[src/rtl/regwrite_trace_buffer_if.sv]
`default_nettype none
// ============================================================================
//  Module      : regwrite_trace_buffer_if
//  Description : Pop-side handshake bundle of the register-write trace FIFO.
//                The master drives the head entry and valid; the slave
//                (debug host / testbench) drives ready.
//  Revision    : 1.0 - initial release
// ============================================================================
interface regwrite_trace_buffer_if;
   logic        trace_valid;
   logic        trace_ready;
   logic [31:0] trace_pc;
   logic [4:0]  trace_reg;
   logic [31:0] trace_data;
   logic [7:0]  trace_state;

   modport master (
      output trace_valid,
      output trace_pc,
      output trace_reg,
      output trace_data,
      output trace_state,
      input  trace_ready
   );

   modport slave (
      input  trace_valid,
      input  trace_pc,
      input  trace_reg,
      input  trace_data,
      input  trace_state,
      output trace_ready
   );
endinterface
`default_nettype wire

[src/rtl/regwrite_trace_buffer.sv]
`default_nettype none
// ============================================================================
//  Module      : regwrite_trace_buffer
//  Description : Debug trace FIFO snooping the multicycle MIPS core register
//                writeback. One entry per committed register write, drained
//                through a valid/ready pop port. Never stalls the core: when
//                full, new entries are dropped and counted.
//  Revision    : 1.0 - initial release
// ============================================================================
module regwrite_trace_buffer #(
   parameter int DEPTH   = 16,
   parameter bit SKIP_R0 = 1'b1,
   parameter int DROP_W  = 16
) (
   input  wire logic                     Clk,
   input  wire logic                     reset,
   input  wire logic                     enable,
   input  wire logic                     clear,
   input  wire logic                     RegWrite,
   input  wire logic [4:0]               WriteRegister,
   input  wire logic [31:0]              WriteDataReg,
   input  wire logic [31:0]              PC,
   input  wire logic [7:0]               Estado,
   regwrite_trace_buffer_if.master       trace,
   output logic [$clog2(DEPTH):0]        count,
   output logic [DROP_W-1:0]             dropped,
   output logic                          overflow
);

   localparam int c_aw = $clog2(DEPTH);
   localparam int c_cw = c_aw + 1;
   localparam int c_ew = 32 + 5 + 32 + 8;
   localparam logic [c_cw-1:0] c_depth = c_cw'(DEPTH);
   localparam logic [c_cw-1:0] c_one   = c_cw'(1);
   localparam logic [c_cw-1:0] c_zero  = '0;

   // Entry layout: {pc, reg, data, state}
   logic [c_ew-1:0]   r_mem [DEPTH];
   logic [c_aw-1:0]   r_wr_ptr;
   logic [c_aw-1:0]   r_rd_ptr;
   logic [c_cw-1:0]   r_count;
   logic [DROP_W-1:0] r_dropped;
   logic              r_overflow;
   logic [c_ew-1:0]   r_head;

   logic              w_is_filtered;
   logic              w_push_req;
   logic              w_full;
   logic              w_pop;
   logic              w_push;
   logic              w_drop;
   logic              w_bypass;
   logic [c_aw-1:0]   w_rd_next;
   logic [c_aw-1:0]   w_wr_next;
   logic [c_cw-1:0]   w_count_next;
   logic [c_ew-1:0]   w_entry_in;
   logic [c_ew-1:0]   w_head_next;

   // Register-0 writes are architecturally void on MIPS; optionally ignore them
   if (SKIP_R0) begin : g_skip_r0
      assign w_is_filtered = (WriteRegister == 5'd0);
   end else begin : g_keep_r0
      assign w_is_filtered = 1'b0;
   end

   // Push/pop decisions, next pointers and next head entry
   always_comb begin
      w_entry_in   = {PC, WriteRegister, WriteDataReg, Estado};
      w_push_req   = enable & RegWrite & ~w_is_filtered;
      w_full       = (r_count == c_depth);
      w_pop        = (r_count != c_zero) & trace.trace_ready;
      // A pop while full frees the slot the push lands in
      w_push       = w_push_req & (~w_full | w_pop);
      w_drop       = w_push_req & w_full & ~w_pop;
      w_rd_next    = w_pop  ? r_rd_ptr + c_aw'(1) : r_rd_ptr;
      w_wr_next    = w_push ? r_wr_ptr + c_aw'(1) : r_wr_ptr;
      w_count_next = r_count;
      case ({w_push, w_pop})
         2'b10:   w_count_next = r_count + c_one;
         2'b01:   w_count_next = r_count - c_one;
         default: w_count_next = r_count;
      endcase
      // The incoming entry becomes the head when nothing older survives this edge
      w_bypass     = w_push & (r_count == (w_pop ? c_one : c_zero));
      w_head_next  = w_bypass ? w_entry_in : r_mem[w_rd_next];
   end

   // Storage array; contents are meaningless until a slot is written
   always_ff @(posedge Clk) begin
      if (w_push && !clear) begin
         r_mem[r_wr_ptr] <= w_entry_in;
      end
   end

   // Pointers, occupancy, drop accounting and the registered head entry
   always_ff @(posedge Clk or negedge reset) begin
      if (!reset) begin
         r_wr_ptr   <= '0;
         r_rd_ptr   <= '0;
         r_count    <= '0;
         r_dropped  <= '0;
         r_overflow <= 1'b0;
         r_head     <= '0;
      end else if (clear) begin
         r_wr_ptr   <= '0;
         r_rd_ptr   <= '0;
         r_count    <= '0;
         r_dropped  <= '0;
         r_overflow <= 1'b0;
         r_head     <= '0;
      end else begin
         r_wr_ptr <= w_wr_next;
         r_rd_ptr <= w_rd_next;
         r_count  <= w_count_next;
         if (w_pop || w_bypass) begin
            r_head <= w_head_next;
         end
         if (w_drop) begin
            r_overflow <= 1'b1;
            if (r_dropped != {DROP_W{1'b1}}) begin
               r_dropped <= r_dropped + DROP_W'(1);
            end
         end
      end
   end

   assign trace.trace_valid = (r_count != c_zero);
   assign trace.trace_pc    = r_head[c_ew-1 -: 32];
   assign trace.trace_reg   = r_head[44:40];
   assign trace.trace_data  = r_head[39:8];
   assign trace.trace_state = r_head[7:0];
   assign count             = r_count;
   assign dropped           = r_dropped;
   assign overflow          = r_overflow;

endmodule
`default_nettype wire

[src/flat_wrapper.sv]
// flat-port wrapper written by rule: the top's interface ports become plain ports
module regwrite_trace_buffer_flat 
#(
   parameter int DEPTH   = 16,
   parameter bit SKIP_R0 = 1'b1,
   parameter int DROP_W  = 16
)
  (Clk, reset, enable, clear, RegWrite, WriteRegister, WriteDataReg, PC, Estado, count, dropped, overflow, trace_trace_valid, trace_trace_pc, trace_trace_reg, trace_trace_data, trace_trace_state, trace_trace_ready);
  regwrite_trace_buffer_if trace_i ();
  input  wire logic Clk;
  input  wire logic reset;
  input  wire logic enable;
  input  wire logic clear;
  input  wire logic RegWrite;
  input  wire logic [4:0] WriteRegister;
  input  wire logic [31:0] WriteDataReg;
  input  wire logic [31:0] PC;
  input  wire logic [7:0] Estado;
  output logic [$clog2(DEPTH):0] count;
  output logic [DROP_W-1:0] dropped;
  output logic overflow;
  output wire logic [$bits(trace_i.trace_valid)-1:0] trace_trace_valid;
  output wire logic [$bits(trace_i.trace_pc)-1:0] trace_trace_pc;
  output wire logic [$bits(trace_i.trace_reg)-1:0] trace_trace_reg;
  output wire logic [$bits(trace_i.trace_data)-1:0] trace_trace_data;
  output wire logic [$bits(trace_i.trace_state)-1:0] trace_trace_state;
  input wire logic [$bits(trace_i.trace_ready)-1:0] trace_trace_ready;
  assign trace_trace_valid = trace_i.trace_valid;
  assign trace_trace_pc = trace_i.trace_pc;
  assign trace_trace_reg = trace_i.trace_reg;
  assign trace_trace_data = trace_i.trace_data;
  assign trace_trace_state = trace_i.trace_state;
  assign trace_i.trace_ready = trace_trace_ready;
  regwrite_trace_buffer #(.DEPTH(DEPTH), .SKIP_R0(SKIP_R0), .DROP_W(DROP_W)) u_core (.Clk(Clk), .reset(reset), .enable(enable), .clear(clear), .RegWrite(RegWrite), .WriteRegister(WriteRegister), .WriteDataReg(WriteDataReg), .PC(PC), .Estado(Estado), .trace(trace_i), .count(count), .dropped(dropped), .overflow(overflow));
endmodule
[config.mk]
export PLATFORM = sky130hd
export DESIGN_NAME = regwrite_trace_buffer_flat
export DESIGN_NICKNAME = d
export VERILOG_FILES = /design/src/rtl/regwrite_trace_buffer_if.sv /design/src/rtl/regwrite_trace_buffer.sv /design/src/flat_wrapper.sv
export SDC_FILE = /design/constraint.sdc
export NUM_CORES = 2
export LEC_CHECK = 0
export ABC_CLOCK_PERIOD_IN_PS = 13050
export CELL_PAD_IN_SITES_DETAIL_PLACEMENT = 1
export CELL_PAD_IN_SITES_GLOBAL_PLACEMENT = 1
export CORE_MARGIN = 8
export CORE_UTILIZATION = 50
export CTS_CLUSTER_DIAMETER = 120
export DETAILED_ROUTE_END_ITERATION = 8
export PLACE_DENSITY = 0.81
export SLEW_MARGIN = 5
export SYNTH_ARGS = -nofsm -noshare
export SYNTH_HDL_FRONTEND = slang
export SYNTH_SLANG_ARGS = --single-unit
[constraint.sdc]
create_clock -name Clk -period 13.05 [get_ports Clk]
set_input_delay 1.305 -clock Clk [delete_from_list [all_inputs] [get_ports Clk]]
set_output_delay 1.305 -clock Clk [all_outputs]
set_load 0.1 [all_outputs]
# == Yosys cells after proc, flatten, opt, wreduce, memory -nomap -nowiden ==
# Memory sizes are Yosys's and may differ from the RTL's.
# Cells that the tools add are included.
# word_totals
ff_bits,107
mem_bits_rw,1232
output_inout_bits,100
wordCells,56
memories,1
# classes
n_addsub,5
n_eq_ne,5
mux,17
n_bitwise,11
reduce_logical,11
# memory_table
memory,depth,width,read_ports,rd_clocked_by_memory_dff,wr,line,text
u_core.r_mem,16,77,1,0,1,regwrite_trace_buffer.sv:38,logic [c_ew-1:0] r_mem [DEPTH];
# ops
operator,n
$mux 77,3
$mux 16,3
$add 16x1->16 const B,1
$mux 4,4
$ne 16x16->1 const B,1
$pmux 5 s2,1
$add 4x1->4 const B,2
$reduce_bool 2->1,4
$and 1x1->1,7
$add 5x1->5 const B,1
$eq 5x5->1,1
$eq 5x5->1 const B,1
$logic_not 5->1,1
$mux 1,5
$mux 5,1
$reduce_bool 5->1,1
$sub 5x1->5 const B,1
$not 1->1,3
$reduce_bool 3->1,1
$eq 2x1->1 const B,1
$eq 2x2->1 const B,1
$reduce_and 2->1,1
$logic_and 1x1->1,1
$logic_not 1->1,1
2 further kinds,2

# == Depth between registers and ports, before layout ==
# depth
ltp_word,8
depth_mapped,13
depth_no_buf,10

# == Least setup slack after synthesis ==
# OpenSTA, ideal clock, no wires.
# synth_timing
path_kind,input port to flip-flop
startpoint,input WriteRegister[0]
endpoint,memory u_core.r_mem[3][0] (netlist bit) (enable)
arrival_ns,5.414
t_required_ns,12.537
setup_slack_ns,7.123
cell_stages,5
path_buffers,0
path_cell_list,or4_1 -> o211ai_2 -> nor2_1 -> nand2_1 -> nor2_1
# synth_between
elab_chain_len,7
# synth_lines
element,line,text
"start, declared",flat_wrapper.sv:15,input wire logic [4:0] WriteRegister;
$logic_not 5->1,regwrite_trace_buffer.sv:61,assign w_is_filtered = (WriteRegister == 5'd0);
$not 1->1,regwrite_trace_buffer.sv:69,w_push_req = enable & RegWrite & ~w_is_filtered;
$and 1x1->1,regwrite_trace_buffer.sv:69,
$and 1x1->1,regwrite_trace_buffer.sv:73,w_push = w_push_req & (~w_full | w_pop);
$logic_and 1x1->1,regwrite_trace_buffer.sv:90,if (w_push && !clear) begin
$mux 1,regwrite_trace_buffer.sv:90,
$mux 1 (implied by the code),regwrite_trace_buffer.sv:91,r_mem[r_wr_ptr] <= w_entry_in;
"end, declared",regwrite_trace_buffer.sv:38,
# Every way passes these cells.

# == Final worst setup path ==
# layout_timing
startpoint,input WriteRegister[0]
endpoint,memory u_core.r_mem[15][57] (netlist bit) (enable)
# The elaborated chain is that of the path after synthesis.

==> results_dict.tcl <==
set metrics [dict create \
    outcome "finished clean" \
    finClkSkew_ns 0.0403 \
    worst-setup-path-type "in2reg" \
    drt_first_pass_iters 7 \
    track_usage 0.263 \
    end_kind "flop" \
    yosys_warnings 0 \
    hold_path_depth 2 \
    power_w 0.0149 \
    startpoint "WriteRegister[0]" \
    cts-root-buf "clkbuf_16" \
    io_buffers 182 \
    tightestPinTransition_ns 1.18 \
    cts.clk_slew.worst_paths_ns 0.06 \
    r2r-start "u_core.r_rd_ptr[0]" \
    drtAntennaViolNets 0 \
    finalHoldViolCount 0 \
    crit_chain "clkdlybuf4s50_1 > or4_1 > o211ai_2 > nor2_1 > nand2_1 > nor2_4 > buf_4 > buf_4" \
    rows 129 \
    hold_end "u_core.r_head[64]" \
    num_vias 37300 \
    synthTopCellsByCount "edfxtp_1, nand2_1, mux4_2, a21oi_1, buf_2" \
    arrival_ns 5.83 \
    io_pins 183 \
    setup_tns_ns 0 \
    wirelength_um 181000 \
    die_area_sq_mm 0.137 \
    cts.repair.resized 0 \
    slew_violations 0 \
    rrSetupSlack_ns 7.93 \
    grt_max_degree 134 \
    synthFlopType "edfxtp_1" \
    synth.most_common_cell "edfxtp_1" \
    yosysTopAreaCellShare 0.592 \
    hp-class "reg2reg" \
    nFillCells 10900 \
    avgSynthCellArea_sq_um 17.5 \
    crit_top_cell "buf_4" \
    cp_top_family "buffers and inverters" \
    p_per_area_mw_per_mm2 211 \
    drc_errors 0 \
    insertion_delay_ns 0.79 \
    async_flop_share 0.0799 \
    drt_iter0_markers 4061 \
    yosys_register_bits 1339 \
    layout-drive-gt1-share 0.291 \
    post-place-ws_ns 6.96 \
    grt_pass1_wl_um 269000 \
    fin_crit_sh 0.416 \
    r2r_cells 8 \
    critical_path_required_ns 13.45 \
    max_freq_mhz 184 \
    design.core.area_sq_mm 0.124 \
    postCtsSetupBuffers 0 \
    grt.overflow.total 0 \
    yosysSeqAreaShare 0.635 \
    initial_utilization 0.505 \
    r2r-end "u_core.r_head[53]" \
    die_h_um 369 \
    timing.slew.headroom 0.213 \
    hp-start "u_core.r_head[64]" \
    ys_top_cells_by_area "edfxtp_1, mux4_2, dfrtp_1" \
    crit_path_top_delay_cell "clkdlybuf4s50_1" \
    cp_max_fo 41 \
    setup_slack_ns 7.62 \
    peakVddDrop_uv 159 \
    antenna_found_initial 5 \
    rsz0062_at_grt "no" \
    hpwl_um 102000 \
    netlist_area_sq_mm 0.0625 \
    cts_buffer_depth 3 \
    syn-num-nets 3667 \
    slowest_delay_ns 0.92 \
    cp-start-kind "primary input" \
    place_inst 5188 \
    finalSetupViolations 0 \
    nets 3788 \
    cp_num_buf_inv 3 \
    netlist-cell-type-count 53 \
    gp_congestion 0.745 \
    die_x_um 369 \
    htree_levels 4 \
    period_needed_ns 5.43 \
    cts.sinks 1339 \
    max_cap_violations 0 \
    postCtsHoldBufs 0 \
    wire_per_inst_um 33.1 \
    synth_top_area_cell "edfxtp_1" \
    syn_inst 3574 \
    leakage_nw 22.3 \
    final_cells 5450 \
    drt-vias-per-instance 6.84 \
    cts_tree "yes" \
    syn_to_final_growth_pct 12.7 \
    cts_made_buffers 142 \
    synth_edf_count 1232 \
    grt_pass1_vias 41200 \
]
sequential cells by signal, indices dropped and copies added, names as in the netlist:
signal,flops
u_core.dropped,16
u_core.r_mem,1232
u_core.overflow,1
u_core.count,5
u_core.r_head,77
u_core.r_rd_ptr,4
u_core.r_wr_ptr,4
per-layer routing:
metal,GRT usage,up-vias,part of all wire
met4,0.106,8,0.036
met2,0.455,2077,0.52
met5,0,-,0.00032
li1,-,14900,-
met1,0.325,19900,0.36
met3,0.0525,420,0.083
area by class of cell:
class,count,area [sq um],area share
Antenna cell,2,5.00,0.0000711
Clock buffer,187,3880,0.0552
Clock inverter,73,762,0.0108
Inverter,10,40.0,0.000569
Multi-Input combinational cell,1946,21600,0.306
Sequential cell,1339,39700,0.564
Tap cell,1637,2050,0.0291
Timing Repair Buffer,256,2420,0.0343
how the worst max path moves through the flow:
stage	end	slack, ns	cells past startpoint
finish	u_core.r_mem[15][57]	7.62	8
global route	u_core.r_mem[15][51]	7.45	8
CTS	u_core.r_mem[15][20]	7.72	8
detailed placement	u_core.r_mem[15][57]	6.96	8
global placement	u_core.r_mem[15][46]	7.13	8
floorplan	u_core.r_mem[3][0]	7.12	5
power breakdown:
part	switching, W	internal, W
Clock	0.00172	0.00235
Sequential	0.000206	0.00483
Combinational	0.00341	0.00236
Total	0.00533	0.00954
cells in the final DEF, fill, tap and decap left out, drive strengths merged, types with 3 or more instances in the layout:
| cell type | count |
|---|---|
| nand3 | 9 |
| nor2 | 49 |
| xnor2 | 13 |
| clkinv | 50 |
| nor3 | 7 |
| buf | 75 |
| nand2 | 712 |
| and3 | 3 |
| nand2b | 4 |
| dfrtp | 107 |
| nand4 | 8 |
| a22oi | 77 |
| o41ai | 77 |
| bufinv | 12 |
| o21ai | 5 |
| xor2 | 11 |
| mux2i | 3 |
| ha | 9 |
| edfxtp | 1232 |
| a21oi | 241 |
| clkbuf | 187 |
| clkdlybuf4s50 | 181 |
| mux4 | 616 |
| o22ai | 77 |
| inv | 20 |
stage by stage:
| step | area [sq um] | utilization | hold slack, ns |
|---|---|---|---|
| final | 70400 | 0.569 | 0.511 |
| after global routing | 70400 | 0.569 | 0.536 |
| after CTS | 70400 | 0.569 | 0.498 |
| after detailed placement | 65800 | 0.531 | 0.500 |
| after global placement | 65800 | 0.531 | 0.487 |
| after floorplan | 62500 | - | 0.552 |
cell families after synthesis:
kind of cell             Yosys count  synth area share
flip-flops                      1339             0.635
AND/OR/NAND/NOR                  804            0.0527
multiplexers                     620             0.223
AO/OA/AOI/OAI                    488            0.0611
buffers and inverters            289            0.0229
XOR/XNOR                          24           0.00336
adder cells (fa/ha/maj)           10           0.00212
worst reg2reg max path, delay by kind of cell, from the launching register on:
kind                       cells  cell delay, ns
muxes                          1            0.65
and+or+nand+nor                2            0.20
AOI/OAI and AO/OA              2            0.70
adders and majority gates      1            0.59
DFF                            1            1.00
buffers and inverters          2            1.85
No activity file was read; power rests on OpenSTA's default activity.
